**config.mk**
```make
export PLATFORM = sky130hd
export DESIGN_NAME = pipeline_mem_stage
export DESIGN_NICKNAME = d
export VERILOG_FILES = /design/src/rtl/pipeline_mem_stage.sv
export SDC_FILE = /design/constraint.sdc
export NUM_CORES = 1
export LEC_CHECK = 0
export CAP_MARGIN = 10
export CORE_MARGIN = 4
export CORE_UTILIZATION = 25
export DETAILED_ROUTE_END_ITERATION = 8
export HOLD_SLACK_MARGIN = 0.08
export PLACE_DENSITY = 0.56
export SKIP_CTS_REPAIR_TIMING = 1
export SYNTH_ARGS = -nofsm -noshare
export SYNTH_HDL_FRONTEND = slang
export SYNTH_SLANG_ARGS = --single-unit
```
**constraint.sdc**
```tcl
create_clock -name CLK -period 4.2 [get_ports CLK]
set_input_delay 0.84 -clock CLK [delete_from_list [all_inputs] [get_ports CLK]]
set_output_delay 0.84 -clock CLK [all_outputs]
set_load 0.01 [all_outputs]
```
**src/rtl/pipeline_mem_stage.sv**
```systemverilog
// pipeline_mem_stage: memory stage of the 5-stage MIPS pipeline.
//   Takes the EX/MEM latch, issues data-memory reads/writes with a dhit
//   handshake, stalls upstream until the access completes, and drives the
//   MEM/WB latch. Also owns sticky halt and a saturating stall-cycle counter.
// Ports:
//   CLK, sRST             clock, synchronous active-high reset
//   in_*                  EX/MEM latch contents
//   flush                 squash the instruction in this stage
//   dhit, dmemload        memory completion and read data
//   dmemREN/WEN/addr/store memory request, held stable for the whole access
//   stall                 hold EX/MEM and everything upstream
//   wb_*                  MEM/WB latch contents, wb_hlt sticky
//   stall_cnt             saturating count of stalled cycles
module pipeline_mem_stage #(
    parameter int WORD_W = 32,
    parameter int REG_W  = 5,
    parameter int CNT_W  = 32
) (
    input  logic              CLK,
    input  logic              sRST,
    input  logic              in_valid,
    input  logic [WORD_W-1:0] in_porto,
    input  logic [WORD_W-1:0] in_rdat2,
    input  logic [REG_W-1:0]  in_wsel,
    input  logic              in_regen,
    input  logic [1:0]        in_regsrc,
    input  logic              in_hlt,
    input  logic              in_dmemREN,
    input  logic              in_dmemWEN,
    input  logic              flush,
    input  logic              dhit,
    input  logic [WORD_W-1:0] dmemload,
    output logic              dmemREN,
    output logic              dmemWEN,
    output logic [WORD_W-1:0] dmemaddr,
    output logic [WORD_W-1:0] dmemstore,
    output logic              stall,
    output logic              wb_valid,
    output logic [WORD_W-1:0] wb_porto,
    output logic [WORD_W-1:0] wb_dmemload,
    output logic [REG_W-1:0]  wb_wsel,
    output logic              wb_regen,
    output logic [1:0]        wb_regsrc,
    output logic              wb_hlt,
    output logic [CNT_W-1:0]  stall_cnt
);

    typedef enum logic [1:0] {IDLE, ACCESS, HALTED} state_t;

    state_t            state;
    logic              req_ren, req_wen;
    logic [WORD_W-1:0] req_addr, req_store;
    logic [REG_W-1:0]  req_wsel;
    logic              req_regen;
    logic [1:0]        req_regsrc;
    logic              flush_pend;
    logic              wb_regen_q;
    logic              mem_op;
    logic              squash;

    assign mem_op = in_valid & (in_dmemREN | in_dmemWEN);
    // A flush seen at any point of the access (including its final cycle)
    // kills the writeback but never the memory transaction itself.
    assign squash = flush_pend | flush;

    always_comb begin
        stall = 1'b0;
        case (state)
            IDLE:    stall = mem_op & ~flush;
            ACCESS:  stall = ~dhit;
            HALTED:  stall = 1'b1;
            default: stall = 1'b0;
        endcase
    end

    // Request lines come straight from the capture registers so the memory
    // sees a constant request for the whole access.
    assign dmemREN   = (state == ACCESS) & req_ren;
    assign dmemWEN   = (state == ACCESS) & req_wen;
    assign dmemaddr  = (state == ACCESS) ? req_addr  : '0;
    assign dmemstore = (state == ACCESS) ? req_store : '0;
    assign wb_regen  = wb_regen_q & wb_valid;

    always_ff @(posedge CLK) begin
        if (sRST) begin
            state       <= IDLE;
            req_ren     <= 1'b0;
            req_wen     <= 1'b0;
            req_addr    <= '0;
            req_store   <= '0;
            req_wsel    <= '0;
            req_regen   <= 1'b0;
            req_regsrc  <= '0;
            flush_pend  <= 1'b0;
            wb_valid    <= 1'b0;
            wb_porto    <= '0;
            wb_dmemload <= '0;
            wb_wsel     <= '0;
            wb_regen_q  <= 1'b0;
            wb_regsrc   <= '0;
            wb_hlt      <= 1'b0;
            stall_cnt   <= '0;
        end else begin
            if (stall && (stall_cnt != '1))
                stall_cnt <= stall_cnt + 1'b1;

            case (state)
                IDLE: begin
                    if (flush) begin
                        wb_valid   <= 1'b0;
                        wb_regen_q <= 1'b0;
                    end else if (mem_op) begin
                        // write wins when both are set: no load data latched
                        req_ren    <= in_dmemREN & ~in_dmemWEN;
                        req_wen    <= in_dmemWEN;
                        req_addr   <= in_porto;
                        req_store  <= in_rdat2;
                        req_wsel   <= in_wsel;
                        req_regen  <= in_regen;
                        req_regsrc <= in_regsrc;
                        flush_pend <= 1'b0;
                        wb_valid   <= 1'b0;
                        state      <= ACCESS;
                    end else if (in_valid) begin
                        wb_valid    <= 1'b1;
                        wb_porto    <= in_porto;
                        wb_dmemload <= '0;
                        wb_wsel     <= in_wsel;
                        wb_regen_q  <= in_regen;
                        wb_regsrc   <= in_regsrc;
                        if (in_hlt) begin
                            wb_hlt <= 1'b1;
                            state  <= HALTED;
                        end
                    end else begin
                        wb_valid <= 1'b0;
                    end
                end
                ACCESS: begin
                    if (flush)
                        flush_pend <= 1'b1;
                    if (dhit) begin
                        wb_valid    <= ~squash;
                        wb_porto    <= req_addr;
                        wb_dmemload <= req_ren ? dmemload : '0;
                        wb_wsel     <= req_wsel;
                        wb_regen_q  <= req_regen & ~squash;
                        wb_regsrc   <= req_regsrc;
                        req_ren     <= 1'b0;
                        req_wen     <= 1'b0;
                        flush_pend  <= 1'b0;
                        state       <= IDLE;
                    end else begin
                        wb_valid <= 1'b0;
                    end
                end
                HALTED: begin
                    // frozen until reset
                end
                default: state <= IDLE;
            endcase
        end
    end

endmodule

```
### Word level (Yosys, flattened, before mapping)

Cells that the tools add are included.

| storage, ports and cells | value |
|---|---|
| ROM bits | 0 |
| memories | 0 |
| register bits after elaboration | 183 |
| bits in writable memories | 0 |
| logic and storage cells | 108 |
| latch bits | 0 |
| bits of input ports | 112 |
| output and inout port bits | 173 |

| cells by class | value |
|---|---|
| multipliers | 0 |
| reduce and logical (&&, ||, !) cells | 10 |
| eq/ne operators | 13 |
| order comparisons | 0 |
| add/subtract/negate cells | 1 |
| shift-type cells | 0 |
| multiplexer cells | 52 |
| bitwise logic cells | 15 |
| div/mod/pow operators | 0 |

Operators by type and width:

| kind | number |
|---|---|
| 32-bit 2-to-1 mux | 11 |
| 32-bit one-hot mux with 2 select lines | 2 |
| 32-bit by 1-bit adder with 32-bit output, second input constant | 1 |
| 32-bit inequality test, second input constant | 1 |
| 5-bit 2-to-1 mux | 4 |
| 2-bit 2-to-1 mux | 9 |
| 1-bit 2-to-1 mux | 17 |
| 3-bit inequality test, second input constant | 5 |
| 5-bit AND reduction | 3 |
| 4-bit AND reduction | 3 |
| 2-bit inequality test, second input constant | 5 |
| 1-bit one-hot mux with 2 select lines | 5 |
| 5-bit one-hot mux with 2 select lines | 1 |
| 1-bit AND | 7 |
| 1-bit inverter | 6 |
| 2-bit one-hot mux with 3 select lines | 1 |
| 2-bit one-hot mux with 2 select lines | 1 |
| 1-bit one-hot mux with 3 select lines | 1 |
| 3-bit AND reduction | 1 |
| 2-bit by 1-bit == test with 1-bit output, second input constant | 1 |
| 2-bit == test, second input constant | 1 |
| 2-bit logical NOT | 1 |
| 1-bit OR | 2 |
| 2-bit nonzero test | 1 |
| 1-bit logical AND | 1 |

### Logic depth before layout (Yosys ltp)

| depth | value |
|---|---|
| depth in word-level cells | 5 |
| depth in mapped cells | 8 |
| mapped depth without buffers | 6 |

### Worst setup path after synthesis

No wires, ideal clock.

| timing path | value |
|---|---|
| kind | in2out |
| start point | in flush |
| end point | out stall |
| stages on the path | 4 |
| arrival time | 1.880 ns |
| data required time | 3.360 ns |
| path buffers | 1 |
| setup slack | 1.480 ns |
| path through | or4b_4 > o211a_4 > inv_1 > buf_2 |

| between the ends | value |
|---|---|
| longest elaborated chain between the ends | 3 |

RTL lines:

| element | RTL line | text |
|---|---|---|
| start, declared | 30 | `input logic flush,` |
| 1-bit inverter (no source line) | - |  |
| 1-bit AND | 69 | `IDLE: stall = mem_op & ~flush;` |
| 1-bit one-hot mux with 3 select lines | 68 | `case (state)` |
| end, declared | 37 | `output logic stall,` |

Every way passes these cells.

### Worst setup path in the final report

Same ends and word-level chain as after synthesis.

==> results.md <==
| Result | This run | Unit |
|:---|:---|:---|
| Most area-hungry cell type in the Yosys netlist | sky130_fd_sc_hd__dfxtp_1 | - |
| Total Routing Usage GR | 0.154 | - |
| Ys Warns | 0 | - |
| Total of buffers placed on input and output ports | 284 | - |
| Data arrival time of the worst path | 2.81 | ns |
| Top_reg_cell synth | sky130_fd_sc_hd__dfxtp_1 | - |
| Fraction of the core area covered by cells at the end of the flow | 0.382 | - |
| Global-route wire length before repair | 41900 | um |
| Reg2reg setup slack | 1.44 | ns |
| WHS | 0.449 | ns |
| Number of clock sinks | 183 | - |
| TritonCTS Buffers | 17 | - |
| H-Tree Level Count | 4 | - |
| Worst R2R End | stall_cnt[25]$_SDFFE_PP0P_ | - |
| Share of post-route cells with drive strength above 1 | 0.0467 | - |
| Max-cap violations | 0 | - |
| Root buffer cell | sky130_fd_sc_hd__clkbuf_16 | - |
| Leakage power | 3.72 | nW |
| Path type of the worst setup path | in -> out | - |
| Top Ports | 285 | - |
| Maximum clock frequency | 274 | MHz |
| Share of synthesized flip-flops with an asynchronous set or reset | 0 | - |
| Number of enable-type register cells in the synthesized netlist | 0 | - |
| Die outline height | 183 | um |
| Depth of the worst register-to-register path | 7 | - |
| DRT antenna net count | 0 | - |
| Multi-input gate area in the final layout | 0.00369 | mm^2 |
| Overall overflow remaining after global route | 0 | - |
| Time the final worst path needs with I/O delays and setup | 3.65 | ns |
| Initial core utilization | 0.255 | - |
| Number of antenna violations at the first check in global routing | 1 | - |
| Clock Tree Buf Depth | 2 | - |
| Area of the mapped netlist | 0.00763 | mm^2 |
| HPWL after DPL | 18000 | um |
| Commonest cells after routing, fill and taps aside | sky130_fd_sc_hd__clkdlybuf4s50_1 (283), sky130_fd_sc_hd__nand2_1 (204), sky130_fd_sc_hd__dfxtp_1 (183), sky130_fd_sc_hd__a21oi_1 (140), sky130_fd_sc_hd__and2_1 (68) | - |
| Worst R2R Start | state[0]$_SDFFE_PP0P_ | - |
| Outcome | finished, final reports clean | - |
| Largest cells by area after synthesis | sky130_fd_sc_hd__dfxtp_1 (48%), sky130_fd_sc_hd__nand2_1 (10%), sky130_fd_sc_hd__a21oi_1 (9.2%), sky130_fd_sc_hd__and2_1 (5.6%), sky130_fd_sc_hd__clkbuf_1 (3.5%) | - |
| WL/cell | 16.6 | um |
| Most common cell after layout, fill and taps aside | sky130_fd_sc_hd__clkdlybuf4s50_1 | - |
| CORE AREA | 0.0299 | mm^2 |
| Remaining design rule violation count | 0 | - |
| Unique cell type count in the Yosys netlist | 39 | - |
| Setup TNS Final | 0 | ns |
| Number of instances on the worst hold path | 2 | - |
| Final-layout fill cell count | 3077 | - |
| Area occupied by registers | 0.00366 | mm^2 |
| Post-DR vias/cell | 4.80 | - |
| Register bit count reported by yosys | 183 | - |
| Synthesized net count | 1083 | - |
| Setup Viol. Count Final | 0 | - |
| Period utilization | 0.868 | - |
| Clock slew at the register clock pins of the worst setup and hold paths | 0.07 | ns |
| Power density relative to cell area | 334 | mW/mm^2 |
| Maximum fanout count along the critical path | 9 | - |
| Pins over their slew limit | 0 | - |
| FP Rows | 63 | - |
| Pin count of the biggest net entering global routing | 99 | - |
| Measured slew at the worst slew-check pin | 1.14 | ns |
| Critical Path Sink Type | primary output | - |
| Number of global-route vias before repair | 7515 | - |
| Area growth syn-to-layout | 49.4 | % |
| Total wire length after detailed routing | 26700 | um |
| GP Congestion | 0.797 | - |
| Clock latency of the later-clocked register in the worst-skew pair | 0.43 | ns |
| Post-Syn Area per Cell | 7.87 | um^2 |
| Share of Yosys cell area claimed by the top area cell type | 0.480 | - |
| Startpoint of the most critical hold path | wb_dmemload[11]$_SDFFE_PP0P_ | - |
| Chip Width | 183 | um |
| Clock tree from TritonCTS | built | - |
| Remaining max-slew budget at the tightest pin | 0.240 | - |
| Hold Path End | wb_dmemload[11]$_SDFFE_PP0P_ | - |
| Share of the yosys chip area belonging to registers | 0.480 | - |
| Required time at the worst-slack endpoint | 3.36 | ns |
| Worst hold path type | reg -> reg | - |
| Total count of hold-check failures in the final report | 0 | - |
| Total vias in the final route | 7737 | - |
| Worst VDD drop | 0.000205 | V |
| Gate Count Post-Synth | 970 | - |
| Setup skew after layout | 0.0143 | ns |
| Overall Power | 3.81 | mW |
| Setup repair after global routing missed its margin | false | - |
| Die area | 0.0334 | mm^2 |
| DRC violation total after the first TritonRoute iteration | 389 | - |
| Startpoint class of the critical path | input pin | - |
| # nets final | 1321 | - |
| Pre-Repair DR Iteration Count | 4 | - |
==> flip-flops by register name, summed over array words and instances, names as in the netlist <==
signal,count
wb_valid,1
stall_cnt,32
wb_porto,32
req_ren,1
req_regsrc,2
req_regen,1
req_wen,1
wb_regen_q,1
wb_hlt,1
req_store,32
wb_dmemload,32
state,2
wb_regsrc,2
req_wsel,5
wb_wsel,5
flush_pend,1
req_addr,32
==> through the flow <==
step / cells / setup slack [ns] / area, um^2
finish: 1612 / 0.554 / 11400
detailed placement: 1579 / 0.536 / 10800
global placement: 1579 / 0.542 / 10800
global route: 1612 / 0.487 / 11400
floorplan: 970 / 1.48 / 7630
CTS: 1611 / 0.541 / 11400
==> report_power, final <==
group | internal [mW] | switching, mW | leakage [nW]
sequential | 1.79 | 0.0305 | 1.48
combinational | 0.209 | 0.213 | 1.97
clock | 0.796 | 0.770 | 0.264
total | 2.80 | 1.01 | 3.72
==> worst max-delay path: stages <==
cell	delay (ns)
sky130_fd_sc_hd__clkdlybuf4s50_1	0.49
sky130_fd_sc_hd__or4b_4	0.56
sky130_fd_sc_hd__o211a_4	0.29
sky130_fd_sc_hd__inv_1	0.09
sky130_fd_sc_hd__clkdlybuf4s50_1	0.53
==> worst max-delay path by stage <==
| stage | start | end | slack (ns) | cells past startpoint |
|---|---|---|---|---|
| floorplan | flush | stall | 1.48 | 4 |
| detailed placement | flush | stall | 0.54 | 5 |
| finish | flush | stall | 0.55 | 5 |
| global placement | flush | stall | 0.54 | 5 |
| global route | flush | stall | 0.49 | 5 |
| CTS | flush | stall | 0.54 | 5 |
==> routing by layer <==
layer | wire length (um) | vias to the layer above | track usage
met4 | 320 | 0 | 0.0390
met2 | 12300 | 230 | 0.248
met3 | 2450 | 17 | 0.0590
met1 | 11700 | 3661 | 0.196
met5 | 0 | - | 0
li1 | - | 3829 | -
==> layout make-up <==
class / count / share of cell area
multi-input combinational: 704 / 0.324
sequential: 183 / 0.321
timing repair buffer: 297 / 0.261
tap: 390 / 0.0428
clock buffer: 19 / 0.0389
clock inverter: 13 / 0.0101
inverter: 5 / 0.00165
antenna: 1 / 0.000220
==> cells in the mapped netlist, types with 2 or more instances <==
| cell | instances |
|---|---|
| sky130_fd_sc_hd__a211oi_1 | 35 |
| sky130_fd_sc_hd__a311oi_1 | 7 |
| sky130_fd_sc_hd__or3_1 | 15 |
| sky130_fd_sc_hd__nor3_1 | 38 |
| sky130_fd_sc_hd__dfxtp_1 | 183 |
| sky130_fd_sc_hd__nand3b_1 | 3 |
| sky130_fd_sc_hd__or2_2 | 2 |
| sky130_fd_sc_hd__nor2b_1 | 2 |
| sky130_fd_sc_hd__o31ai_1 | 19 |
| sky130_fd_sc_hd__and2_1 | 68 |
| sky130_fd_sc_hd__mux2i_1 | 2 |
| sky130_fd_sc_hd__clkbuf_1 | 71 |
| sky130_fd_sc_hd__and3_1 | 2 |
| sky130_fd_sc_hd__buf_2 | 6 |
| sky130_fd_sc_hd__nand3_1 | 47 |
| sky130_fd_sc_hd__nor2_1 | 52 |
| sky130_fd_sc_hd__and4_1 | 5 |
| sky130_fd_sc_hd__a21oi_1 | 141 |
| sky130_fd_sc_hd__or4_1 | 19 |
| sky130_fd_sc_hd__inv_1 | 5 |
| sky130_fd_sc_hd__nand4_1 | 10 |
| sky130_fd_sc_hd__nand2b_1 | 5 |
| sky130_fd_sc_hd__o21ai_0 | 14 |
| sky130_fd_sc_hd__nand2_1 | 204 |
==> logic make-up after synthesis <==
| logic type | count (synthesis) | synth area share |
|---|---|---|
| fa+ha+maj | 1 | 0.00164 |
| buf+inv | 83 | 0.0418 |
| compound gates | 221 | 0.169 |
| xor+xnor | 1 | 0.00115 |
| flops | 183 | 0.480 |
| mux | 2 | 0.00262 |
| simple gates | 479 | 0.303 |
(Power assumes the default switching activity.)
